--- src/rtl/pit_channel_scheduler_if.sv ---
// IPIF slave bus bundle for the PIT channel scheduler.
// master drives CEs/data/BEs; slave returns read data, acks and error.
interface pit_channel_scheduler_if;
  logic [31:0] Bus2IP_Data;
  logic [3:0]  Bus2IP_BE;
  logic [3:0]  Bus2IP_RdCE;
  logic [3:0]  Bus2IP_WrCE;
  logic [31:0] IP2Bus_Data;
  logic        IP2Bus_RdAck;
  logic        IP2Bus_WrAck;
  logic        IP2Bus_Error;

  modport master (
    output Bus2IP_Data, Bus2IP_BE,
    output Bus2IP_RdCE, Bus2IP_WrCE,
    input  IP2Bus_Data, IP2Bus_RdAck,
    input  IP2Bus_WrAck, IP2Bus_Error
  );

  modport slave (
    input  Bus2IP_Data, Bus2IP_BE,
    input  Bus2IP_RdCE, Bus2IP_WrCE,
    output IP2Bus_Data, IP2Bus_RdAck,
    output IP2Bus_WrAck, IP2Bus_Error
  );
endinterface

--- src/rtl/pit_channel_scheduler.sv ---
// Shares one PIT tick among N_CH countdown channels; pend flags are masked
// and ORed onto IP_Interupt. Ports: Bus2IP_Clk, Bus2IP_Reset (sync, high),
// pit_tick pulse, bus (IPIF slave: R0 CTRL, R1 STAT, R2 SEL, R3 CNT),
// IP_Interupt level output. Define PIT_SCHED_OVERRUN_EN to build overrun flags.
module pit_channel_scheduler #(
  parameter int N_CH    = 4,
  parameter int COUNT_W = 16
) (
  input  logic Bus2IP_Clk,
  input  logic Bus2IP_Reset,
  input  logic pit_tick,
  pit_channel_scheduler_if.slave bus,
  output logic IP_Interupt
);

  localparam int SEL_W = (N_CH > 1) ? $clog2(N_CH) : 1;

  logic [N_CH-1:0]    en_q, per_q, msk_q, pend_q, ovr_q;
  logic [N_CH-1:0]    en_nx, per_nx, msk_nx, pend_nx, ovr_nx;
  logic [N_CH-1:0]    expire;
  logic [2:0]         sel_q, sel_nx;
  logic [COUNT_W-1:0] rel_q [N_CH];
  logic [COUNT_W-1:0] cnt_q [N_CH];
  logic [COUNT_W-1:0] rel_nx [N_CH];
  logic [COUNT_W-1:0] cnt_nx [N_CH];
  logic [COUNT_W-1:0] cnt_wdata;
  logic [SEL_W-1:0]   sel_idx;
  logic [31:0]        wmask, merged;
  logic [2:0]         lowest;
  logic               wr_ctrl, wr_stat, wr_sel, wr_cnt;

  assign wr_ctrl = bus.Bus2IP_WrCE[0];
  assign wr_stat = bus.Bus2IP_WrCE[1];
  assign wr_sel  = bus.Bus2IP_WrCE[2];
  assign wr_cnt  = bus.Bus2IP_WrCE[3];
  assign sel_idx = sel_q[SEL_W-1:0];

  assign wmask = {{8{bus.Bus2IP_BE[3]}}, {8{bus.Bus2IP_BE[2]}},
                  {8{bus.Bus2IP_BE[1]}}, {8{bus.Bus2IP_BE[0]}}};

  // Unenabled bytes of a CNT write keep the current reload bits.
  assign merged = (bus.Bus2IP_Data & wmask)
                | (32'(rel_q[sel_idx]) & ~wmask);
  assign cnt_wdata = merged[COUNT_W-1:0];

  always_comb begin
    expire = '0;
    for (int c = 0; c < N_CH; c++) begin
      logic hit, live;
      hit  = wr_cnt && (sel_idx == SEL_W'(c));
      // A CNT write to this channel swallows a coincident tick.
      live = pit_tick && en_q[c] && (rel_q[c] != '0) && !hit;
      rel_nx[c] = rel_q[c];
      cnt_nx[c] = cnt_q[c];
      if (live) begin
        if (cnt_q[c] == '0) begin
          cnt_nx[c] = rel_q[c];
        end else if (cnt_q[c] == COUNT_W'(1)) begin
          expire[c] = 1'b1;
          cnt_nx[c] = per_q[c] ? rel_q[c] : '0;
        end else begin
          cnt_nx[c] = cnt_q[c] - COUNT_W'(1);
        end
      end
      if (hit) begin
        rel_nx[c] = cnt_wdata;
        cnt_nx[c] = cnt_wdata;
      end
    end
  end

  always_comb begin
    en_nx  = en_q;
    per_nx = per_q;
    msk_nx = msk_q;
    pend_nx = pend_q;
    ovr_nx = '0;
    sel_nx = sel_q;
    if (wr_ctrl && bus.Bus2IP_BE[0]) en_nx  = bus.Bus2IP_Data[0 +: N_CH];
    if (wr_ctrl && bus.Bus2IP_BE[1]) per_nx = bus.Bus2IP_Data[8 +: N_CH];
    if (wr_ctrl && bus.Bus2IP_BE[2]) msk_nx = bus.Bus2IP_Data[16 +: N_CH];
    // One-shot expiry clears enable even against a coincident CTRL write.
    en_nx = en_nx & ~(expire & ~per_q);
    if (wr_stat && bus.Bus2IP_BE[0])
      pend_nx = pend_q & ~bus.Bus2IP_Data[0 +: N_CH];
    pend_nx = pend_nx | expire;
`ifdef PIT_SCHED_OVERRUN_EN
    ovr_nx = ovr_q;
    if (wr_stat && bus.Bus2IP_BE[2])
      ovr_nx = ovr_q & ~bus.Bus2IP_Data[16 +: N_CH];
    ovr_nx = ovr_nx | (expire & pend_q);
`endif
    if (wr_sel && bus.Bus2IP_BE[0]
        && (32'(bus.Bus2IP_Data[2:0]) < N_CH))
      sel_nx = bus.Bus2IP_Data[2:0];
  end

  always_ff @(posedge Bus2IP_Clk) begin
    if (Bus2IP_Reset) begin
      en_q   <= '0;
      per_q  <= '0;
      msk_q  <= '0;
      pend_q <= '0;
      ovr_q  <= '0;
      sel_q  <= '0;
      for (int c = 0; c < N_CH; c++) begin
        rel_q[c] <= '0;
        cnt_q[c] <= '0;
      end
    end else begin
      en_q   <= en_nx;
      per_q  <= per_nx;
      msk_q  <= msk_nx;
      pend_q <= pend_nx;
      ovr_q  <= ovr_nx;
      sel_q  <= sel_nx;
      for (int c = 0; c < N_CH; c++) begin
        rel_q[c] <= rel_nx[c];
        cnt_q[c] <= cnt_nx[c];
      end
    end
  end

  always_comb begin
    lowest = '0;
    for (int c = N_CH - 1; c >= 0; c--)
      if (pend_q[c]) lowest = 3'(c);
  end

  always_comb begin
    bus.IP2Bus_Data = '0;
    unique case (1'b1)
      bus.Bus2IP_RdCE[0]:
        bus.IP2Bus_Data = {8'h00, 8'(msk_q), 8'(per_q), 8'(en_q)};
      bus.Bus2IP_RdCE[1]:
        bus.IP2Bus_Data = {|pend_q, lowest, 4'h0,
                           8'(ovr_q), 8'h00, 8'(pend_q)};
      bus.Bus2IP_RdCE[2]:
        bus.IP2Bus_Data = {29'd0, sel_q};
      bus.Bus2IP_RdCE[3]:
        bus.IP2Bus_Data = 32'(cnt_q[sel_idx]);
      default:
        bus.IP2Bus_Data = '0;
    endcase
  end

  assign bus.IP2Bus_RdAck = |bus.Bus2IP_RdCE;
  assign bus.IP2Bus_WrAck = |bus.Bus2IP_WrCE;
  assign bus.IP2Bus_Error = 1'b0;
  assign IP_Interupt      = |(pend_q & msk_q);

endmodule

--- src/flat_wrapper.sv ---
// flat-port wrapper written by rule: the top's interface ports become plain ports
module pit_channel_scheduler_flat 
#(
  parameter int N_CH    = 4,
  parameter int COUNT_W = 16
)
  (Bus2IP_Clk, Bus2IP_Reset, pit_tick, IP_Interupt, bus_Bus2IP_Data, bus_Bus2IP_BE, bus_Bus2IP_RdCE, bus_Bus2IP_WrCE, bus_IP2Bus_Data, bus_IP2Bus_RdAck, bus_IP2Bus_WrAck, bus_IP2Bus_Error);
  pit_channel_scheduler_if bus_i ();
  input  logic Bus2IP_Clk;
  input  logic Bus2IP_Reset;
  input  logic pit_tick;
  output logic IP_Interupt;
  input wire logic [$bits(bus_i.Bus2IP_Data)-1:0] bus_Bus2IP_Data;
  input wire logic [$bits(bus_i.Bus2IP_BE)-1:0] bus_Bus2IP_BE;
  input wire logic [$bits(bus_i.Bus2IP_RdCE)-1:0] bus_Bus2IP_RdCE;
  input wire logic [$bits(bus_i.Bus2IP_WrCE)-1:0] bus_Bus2IP_WrCE;
  output wire logic [$bits(bus_i.IP2Bus_Data)-1:0] bus_IP2Bus_Data;
  output wire logic [$bits(bus_i.IP2Bus_RdAck)-1:0] bus_IP2Bus_RdAck;
  output wire logic [$bits(bus_i.IP2Bus_WrAck)-1:0] bus_IP2Bus_WrAck;
  output wire logic [$bits(bus_i.IP2Bus_Error)-1:0] bus_IP2Bus_Error;
  assign bus_i.Bus2IP_Data = bus_Bus2IP_Data;
  assign bus_i.Bus2IP_BE = bus_Bus2IP_BE;
  assign bus_i.Bus2IP_RdCE = bus_Bus2IP_RdCE;
  assign bus_i.Bus2IP_WrCE = bus_Bus2IP_WrCE;
  assign bus_IP2Bus_Data = bus_i.IP2Bus_Data;
  assign bus_IP2Bus_RdAck = bus_i.IP2Bus_RdAck;
  assign bus_IP2Bus_WrAck = bus_i.IP2Bus_WrAck;
  assign bus_IP2Bus_Error = bus_i.IP2Bus_Error;
  pit_channel_scheduler #(.N_CH(N_CH), .COUNT_W(COUNT_W)) u_core (.Bus2IP_Clk(Bus2IP_Clk), .Bus2IP_Reset(Bus2IP_Reset), .pit_tick(pit_tick), .bus(bus_i), .IP_Interupt(IP_Interupt));
endmodule
--- config.mk ---
export PLATFORM = sky130hd
export DESIGN_NAME = pit_channel_scheduler_flat
export DESIGN_NICKNAME = d
export VERILOG_FILES = /design/src/rtl/pit_channel_scheduler_if.sv /design/src/rtl/pit_channel_scheduler.sv /design/src/flat_wrapper.sv
export SDC_FILE = /design/constraint.sdc
export NUM_CORES = 1
export LEC_CHECK = 0
export CAP_MARGIN = 20
export CORE_MARGIN = 1
export CORE_UTILIZATION = 35
export CTS_BUF_LIST = sky130_fd_sc_hd__clkbuf_16
export CTS_CLUSTER_SIZE = 12
export DETAILED_ROUTE_END_ITERATION = 8
export PLACE_DENSITY = 0.62
export SYNTH_ARGS = -nofsm -noshare
export SYNTH_HDL_FRONTEND = slang
export SYNTH_SLANG_ARGS = --single-unit
--- constraint.sdc ---
create_clock -name Bus2IP_Clk -period 2.35 [get_ports Bus2IP_Clk]
set_input_delay 0.47 -clock Bus2IP_Clk [delete_from_list [all_inputs] [get_ports Bus2IP_Clk]]
set_output_delay 0.47 -clock Bus2IP_Clk [all_outputs]
set_load 0.02 [all_outputs]
======== Word level (Yosys, flattened, before mapping) ========
Memory sizes are Yosys's and may differ from the RTL's. A register that Yosys moved wholly into a read port is not among the register bits.
Cells that the tools add are included.
storage, ports and cells
  flip-flop bits (word level) ............. 19
  logic and storage cells ................. 136
  memories ................................ 2
  bits in writable memories ............... 128
  output and inout port bits .............. 36
memories
  memory        depth  width  read ports  clocked after Yosys merged registers in  write ports  line                         RTL
  u_core.cnt_q  4      16     5           1                                        4            pit_channel_scheduler.sv:23  logic [COUNT_W-1:0] cnt_q [N_CH];
  u_core.rel_q  4      16     5           1                                        4            pit_channel_scheduler.sv:22  logic [COUNT_W-1:0] rel_q [N_CH];
operators by class
  eq/ne operators ......................... 7
  $add $sub $neg .......................... 4
  $lt $le $gt $ge ......................... 1
  reductions and logical operators ........ 39
  bitwise logic cells ..................... 20
  mux-type cells .......................... 58
operators by type and width
  kind                                                                   count
  16-bit two-way mux                                                     32
  32-bit case mux with 4 select lines                                    1
  16-bit by 1-bit == test with 1-bit output (second input constant)      4
  16-bit zero test                                                       4
  16-bit nonzero test                                                    4
  16-bit by 1-bit subtractor with 16-bit output (second input constant)  4
  16-bit AND                                                             2
  1-bit logical AND                                                      22
  4-bit AND                                                              4
  2-bit two-way mux                                                      8
  16-bit inverter                                                        1
  16-bit bitwise OR                                                      1
  4-bit OR reduction                                                     4
  1-bit two-way mux                                                      15
  4-bit inverter                                                         3
  4-bit two-way mux                                                      2
  1-bit bitwise OR                                                       8
  2-bit == test (second input constant)                                  2
  1-bit zero test                                                        4
  4-bit bitwise OR                                                       1
  3-bit less-than comparator (second input constant)                     1
  2-bit by 1-bit == test with 1-bit output (second input constant)       1
  2-bit zero test                                                        1

======== Logic depth before layout (Yosys ltp) ========
Gate-level depths: netlist of the first run.
  depth in word-level cells ............... 8
  mapped depth ............................ 9
  gate-level depth less buffers ........... 8

======== Least setup slack after synthesis of the first run ========
OpenSTA, ideal clock, no wires.
  kind .................................... register to output
  start ................................... register (tool-made name)
  end ..................................... output port bus_IP2Bus_Data[6]
  setup slack ............................. -0.026 ns
  path buffers ............................ 3
  cell stages (with the launch flop) ...... 6
  data arrival time ....................... 1.906 ns
  data required time ...................... 1.880 ns
  cells stage by stage .................... dfxtp_1 clkbuf_1 buf_2 buf_2 mux4_2 and2_1
RTL lines
  element           line                RTL
  end: declaration  flat_wrapper.sv:17  output wire logic [$bits(bus_i.IP2Bus_Data)-1:0] bus_IP2Bus_Data;

==> run summary, run 1 <==
At the worst endpoint, the required time is 1880 ps. The area fraction of the dominant cell type after synthesis was 0.341; the initial cell density of the core was 0.358. The checks that failed: negative setup slack. The worst ir drop on vdd is 0.497 mV, and the routing usage on met1 is 0.347. For the worst setup path, the data arrival time is 1900 ps. The tools report the antenna diode count as 0.

The initial antenna violation count was 0; the overall die width was 160 µm. Number of hold violations in the final report: 0. Capturing element type of the critical path: an output pin. The timing-limited maximum frequency is 422 MHz, and the wire length of the first global-routing pass is 50,800 µm. The worst-case hold slack is 355 ps. The number of flops mapped to enable cells by yosys works out to 0.

The tool flagged a number of max-cap violations equal to 0. The layer carrying the most global-route usage was met2. In this run the cell area of the synthesized design comes to 8740 µm².

Summing internal, switching and leakage power gives 0.00692 W. The routed design has 33,500 µm of wire. The most used flip-flop cell after synthesis is sky130_fd_sc_hd__dfxtp_1.

Yosys instantiated no cell more often than sky130_fd_sc_hd__dfxtp_1. The run gives 0.531 as the headroom to the max-slew limit. On the final layout, the worst clock skew is 10.3 ps.

Clock tree synthesis found a total of 149 sinks. Measured along the y axis, the die boundary spans 160 µm. Synthesis produced 1,039 cells. The run gives 5 as the total of endpoints with negative setup slack in the final report. Cell with the largest stage delay on the worst path: sky130_fd_sc_hd__mux4_2. The proportion of synthesized flip-flops having asynchronous set or reset came out at 0. Category of the critical setup timing path: register to output pin. Post-route clock period utilization: 1.01.

The min-delay analysis places its worst path in the category input port to register. STA classifies the critical path startpoint as a register. The final-report max-slew violation count is 0, and the clock slew seen by the registers of the worst setup and hold paths is 60 ps. The delay contributed by the slowest stage of the critical path was 560 ps; the multi-input gate area in the final layout was 5400 µm². Biggest fanout along the worst timing path: 6.

In this run the register-to-register setup slack is 70 ps. Dividing the detail-routed wire length by the instance count gives 22.0 µm. The pre-antenna-repair detailed-routing pass consisted of 5 iterations. The routability congestion estimate from global placement was 0.934; the total DRC errors in the routed layout was 0. In this run, CTS created clock tree buffers numbering 17. TritonCTS built the clock tree. Yosys printed 0 warnings. Via count of the first global-routing pass: 8,417. From synthesis to final layout, the design area changed by 26.8%.

The detailed router finished its first iteration with 957 violations. The tools report the utilization after layout as 0.454. In this run the power density over the cells is 624 nW/µm².

Dominant cell type by area after synthesis: sky130_fd_sc_hd__dfxtp_1. Maximum number of pins on one net before global-route repair: 48. Once detail routing completed, the nets flagged for antenna violations numbered 0. The run finished, with violations left. Fraction of layout instances using a drive strength above 1: 0.206.

The die covers 25,600 µm². Setup repair after global routing could not meet its margin everywhere. The fraction of met3 tracks used by global routing was 0.0408. The logs give 57 for the floorplan row count and 24,400 µm² for the area of the core. For the pin with the worst max-slew slack, the measured transition is 696 ps. The sequential cell area fraction in the yosys report is 0.341, and the vias after detailed routing is 9,144. After global routing the overflow that remains totals 0. The dominant delay contributor by cell family on the critical path is multiplexers.

The average instance area after synthesis is 8.41 µm², and the largest buffer count on any clock path is 2. By count the netlist is led by 149 x sky130_fd_sc_hd__dfxtp_1, 125 x sky130_fd_sc_hd__nor2_1, 93 x sky130_fd_sc_hd__nand2_1. The number of different library cells used by synthesis comes to 69. The smallest clock period supported by the final layout is computed as 2370 ps. At the later pin of the worst-skew pair, clock insertion delay measures 440 ps. Buffers placed on the I/O ports in this run total 59. The CTS root buffer was sky130_fd_sc_hd__clkbuf_16. The critical path goes through buf_4, mux4_2, and2_1, buf_2. The met2 demand-to-capacity share in global routing came out at 0.409. The mean number of vias per cell came out at 5.99. The HPWL after detailed placement is 25,700 µm. The final net count was 1,245; the number of synthesized register bits was 149.

The tools report the number of filler instances in the final layout as 2,415. Buffering stage count on the worst path with inverters included: 2. The H-tree generated during clock tree synthesis spans 4 levels. After synthesis, the cell types taking the most area are sky130_fd_sc_hd__dfxtp_1 34%, sky130_fd_sc_hd__mux4_2 8.0%, sky130_fd_sc_hd__nor2_1 5.4%.

In the final layout, flip-flops and latches occupy 2990 µm². The logs give 4.34 nW for the static leakage and 0.263 for the overall fraction of global-route tracks in use. Pin placement for this block handled 83 I/O pins. The minimum setup slack in the final design came out at -22.3 ps.
[final cells by class]
cell class,instances,share of cell area
Clock buffer,17,0.0384
Clock inverter,15,0.0117
Inverter,15,0.00508
Multi-Input combinational cell,803,0.487
Sequential cell,149,0.270
Tap cell,324,0.0366
Timing Repair Buffer,204,0.151
[cell usage in the layout (no fill, tap or decap), drive strengths merged, types with 11 or more instances in the layout]
master	netlist	routed
clkbuf	53	17
dfxtp	149	149
or4	11	11
mux2i	24	24
a21oi	91	91
a211oi	44	44
nand2	93	93
inv	14	18
xor2	21	21
clkdlybuf4s50	0	35
a22oi	17	17
o21ai	56	56
mux4	32	32
nor4	35	35
o32ai	13	13
nor2	125	125
buf	28	162
nor3	32	32
and2	15	15
nand3	29	29
[sequential cells by signal (all words and copies together), names as in the netlist, named ones only]
register	count
u_core.rel_q	64
u_core.per_q	4
u_core.pend_q	4
u_core.en_q	4
u_core.cnt_q	64
u_core.sel_q	3
u_core.msk_q	4
[power breakdown]
group,leakage [nW],switching [W],internal [W]
Clock,0.253,0.00118,0.00145
Combinational,2.88,0.000865,0.000667
Sequential,1.21,0.000136,0.00262
[metrics by stage]
step	instance area [µm²]	cells	TNS (ps)	setup slack (ps)
after floorplan	8770	1048	0	69.9
after global placement	10600	1493	-3710	-192
after detailed placement	10600	1493	-4550	-219
after CTS	11000	1526	-70.9	-26.6
after global routing	11100	1527	-528	-116
final	11100	1527	-56.2	-22.3
[layer usage]
| metal | up-vias | part of all wire |
|---|---|---|
| li1 | 4220 | - |
| met1 | 4397 | 0.43 |
| met2 | 440 | 0.45 |
| met3 | 87 | 0.069 |
| met4 | 0 | 0.056 |
| met5 | - | 0 |
[cell families after synthesis]
| kind of cell | Yosys count | share of synthesized area |
|---|---|---|
| flip-flops | 149 | 0.341 |
| multiplexers | 56 | 0.110 |
| XOR/XNOR | 31 | 0.0311 |
| buffers and inverters | 96 | 0.0480 |
| other | 1 | 0.000429 |
| AND/OR/NAND/NOR | 385 | 0.218 |
| adder cells (fa/ha/maj) | 8 | 0.0115 |
| AO/OA/AOI/OAI | 313 | 0.239 |
[final timing paths]
path,startpoint,endpoint,cells past startpoint
setup / recovery,register,bus_IP2Bus_Data[7],4
hold / removal,Bus2IP_Reset,u_core.rel_q[2][8],2
setup reg to reg,u_core.cnt_q[0][9],u_core.cnt_q[0][5],5
hold reg to reg,u_core.msk_q[2],u_core.msk_q[2],2
[timing repair]
| action | CTS | global route |
|---|---|---|
| gates resized for setup | 74 | 13 |
| setup buffers | 1 | 2 |
| endpoints found under the setup margin | 21 | 28 |
| pin swaps | 1 | 4 |
| hold buffers | 0 | 0 |
Power figures use the tool's default switching activity.
==> inputs of run 2 (changes only) <==
--- a/config.mk
+++ b/config.mk
@@ -12,6 +12,7 @@
 export CTS_CLUSTER_SIZE = 12
 export DETAILED_ROUTE_END_ITERATION = 8
 export PLACE_DENSITY = 0.62
+export SLEW_MARGIN = 30
 export SYNTH_ARGS = -nofsm -noshare
 export SYNTH_HDL_FRONTEND = slang
 export SYNTH_SLANG_ARGS = --single-unit
==> results of run 2 <==
The final DEF is identical to that of run 1; final timing and power are the same.
==> inputs of run 3 (changes only) <==
--- a/config.mk
+++ b/config.mk
@@ -11,7 +11,8 @@
 export CTS_BUF_LIST = sky130_fd_sc_hd__clkbuf_16
 export CTS_CLUSTER_SIZE = 12
 export DETAILED_ROUTE_END_ITERATION = 8
-export PLACE_DENSITY = 0.62
+export DONT_BUFFER_PORTS = 1
+export PLACE_DENSITY = 0.58
 export SLEW_MARGIN = 30
 export SYNTH_ARGS = -nofsm -noshare
 export SYNTH_HDL_FRONTEND = slang
==> run 3 against run 2 <==
  * The run still ends with negative setup slack left
  * Clock power increased by 9.1%
  * Clock skew decreased by 0.63 ps
  * Register-to-register slack got worse by 30 ps
  * Sequential share of layout area increased by 1.2 points
  * Die area unchanged
  * Critical path depth unchanged
  * Worst hold slack got worse by 230 ps
==> run summary, run 3 (same netlist as run 1, synthesis figures left out) <==
0 antenna diodes ended up in the layout. The checks that failed: negative setup slack. For the number of hold violations in the final report, the log shows 0. The minimum setup slack in the final design is -44.1 ps.

The worst min-delay path category was input port to register. CTS saw 149 sinks. Power spread over the standard cell area amounts to 662 nW/µm². The fraction of layout instances using a drive strength above 1 came out at 0.204.

In this run the horizontal extent of the chip is 160 µm. The flow ran to the end, but the final reports show violations. STA classifies the critical path endpoint as an output pin. The tools report the final-report max-slew violation count as 0. The final wirelength was 33,100 µm. The timing-limited maximum frequency came out at 418 MHz.

The clock period minus worst slack came out at 2390 ps. For the worst setup path, the data required time is 1880 ps. Buffers placed on the I/O ports in this run total 0. Buffers inserted during clock tree synthesis total 17.

The floorplan step defined a die boundary enclosing 25,600 µm². For the overall fraction of global-route tracks in use, the log shows 0.258. The layout overhead on the synthesized area came out at 21.2%.

STA classifies the critical path startpoint as a register. For the worst-skew pair, the clock arrives at the later sink with an insertion delay of 430 ps. In the final routed layout, each cell accounts on average for 22.8 µm.

Clock-pin slew was measured on the worst setup and hold paths at 70 ps. For the via count of the first global-routing pass, the log shows 8,080. TritonCTS built the clock tree. Once detailed placement completed, the half-perimeter wirelength came to 24,600 µm. VDD sags by at most 0.619 mV. Across the run, the number of max-cap violations was 0. The category of the critical setup timing path was register to output pin.

For this block, the via count after detailed routing is 8,860. The tools report the number of placed instances, taps included as 1,411. Post-route clock period utilization: 1.02. The area of the core was 24,400 µm². The largest registers in the layout are u_core.cnt_q: 64 flops, u_core.rel_q: 64 flops. The remaining antenna violation count after routing came out at 0. The logs give 100 for the maximum number of pins on one net before global-route repair and 2 for the largest buffer count on any clock path. In this run, post-CTS hold repair placed 0 buffers. The floorplan row count came out at 57. The first-iteration detailed-routing DRC count is 983, and the total of endpoints with negative setup slack in the final report is 5.

I/O pin count: 83. For the worst setup path, the data arrival time is 1920 ps. CTS root buffer: sky130_fd_sc_hd__clkbuf_16. The wire length on met3 came out at 2890 µm. After the last flow step, the layout net total stands at 1,173.

The headroom to the max-slew limit came out at 0.406. The actual slew at the worst max-slew pin is 882 ps. Most common cell after layout, fill and taps aside: sky130_fd_sc_hd__dfxtp_1.

The static leakage is 4.07 nW. The biggest fanout along the worst timing path was 14; the total DRC errors in the routed layout was 0. Initial antenna violation count: 1. The uppermost layer routed is met5. Setup repair after global routing could not meet its margin everywhere. Once layout is complete, the cells apart from fillers number 1,455. The initial cell density of the core is 0.358, and the detailed-routing wirelength on met1 is 14,200 µm. The wire length of the first global-routing pass is 49,900 µm. The tools report the number of detailed-route iterations in the first pass as 6. In the layout the commonest cells are 148 x sky130_fd_sc_hd__dfxtp_1, 125 x sky130_fd_sc_hd__buf_4, 124 x sky130_fd_sc_hd__nor2_1. The length of routed met2 wiring is 14,700 µm, and the sum of negative setup slack is -126 ps. At the end of routability-driven placement, the weighted congestion stood at 0.984. For the final database, setup skew stands at 9.71 ps. The tools report the maximum level of the CTS H-tree as 4. Measured along the y axis, the die boundary spans 160 µm. Using the TritonRoute via totals, the vias-per-cell ratio works out to 6.09. The overall overflow remaining after global route is 0.
==> run 3: changes by cell type in the layout (fill, tap and decap cells not counted), sizes merged, moves of 4 or more <==
cell	previous run	this run
clkinvlp	7	1
clkinv	4	8
clkdlybuf4s50	35	0
buf	162	132
dlygate4sd2	5	0
==> run 3: final timing paths <==
path / start / to / slack [ps] / cells past startpoint
max: register / bus_IP2Bus_Data[3] / -40 / 4
min: Bus2IP_Reset / u_core.rel_q[2][0] / 130 / 1
max reg2reg: u_core.cnt_q[0][9] / u_core.cnt_q[0][2] / 40 / 5
min reg2reg: u_core.msk_q[3] / u_core.msk_q[3] / 490 / 2
==> run 3: what timing repair did <==
action / in CTS / in global routing
cloned: 0 / 0
resized for setup: 1 / 26
buffers inserted: 6 / 6
setup endpoints to repair: 4 / 30
pin swaps: 1 / 1
==> run 3: area by class of cell <==
class / instances / area, µm²
fillers: 2425 / 13800
well taps: 324 / 405
clock inverters: 15 / 178
clock buffers: 17 / 425
flip-flops and latches: 149 / 2980
multi-input cells: 803 / 5460
repair buffers: 132 / 1080
inverters: 15 / 56.3
==> run 3: power by group <==
group          switching, W  leakage, nW  total [W]  internal (W)
clock network       0.00119        0.296    0.00287       0.00168
logic              0.000813         2.57    0.00141      0.000594
registers          0.000113         1.21    0.00273       0.00262
==> run 3: routing by layer <==
layer / track usage / vias up
met5: 0 / -
met4: 0.112 / 2
met3: 0.0558 / 69
met2: 0.392 / 435
met1: 0.352 / 4260
li1: - / 4094
==> run 3: metrics by stage <==
step | hold slack [ps] | power (W) | instance area, µm² | utilization | worst slack (ps)
2_1_floorplan | 444 | 0.00365 | 8770 | - | 69.9
3_3_place_gp | 466 | 0.00410 | 9810 | 0.402 | -0.744
3_5_place_dp | 473 | 0.00411 | 9830 | 0.403 | 40.6
4_1_cts | 108 | 0.00697 | 10500 | 0.429 | -22.7
5_1_grt | 112 | 0.00725 | 10600 | 0.434 | -117
6_report | 127 | 0.00701 | 10600 | 0.434 | -44.1
==> run 3: critical path, stage by stage, from the launching register on <==
cell	delay [ps]
sky130_fd_sc_hd__dfxtp_2	350
sky130_fd_sc_hd__buf_12	150
sky130_fd_sc_hd__mux4_2	500
sky130_fd_sc_hd__a222oi_1	290
sky130_fd_sc_hd__inv_1	190
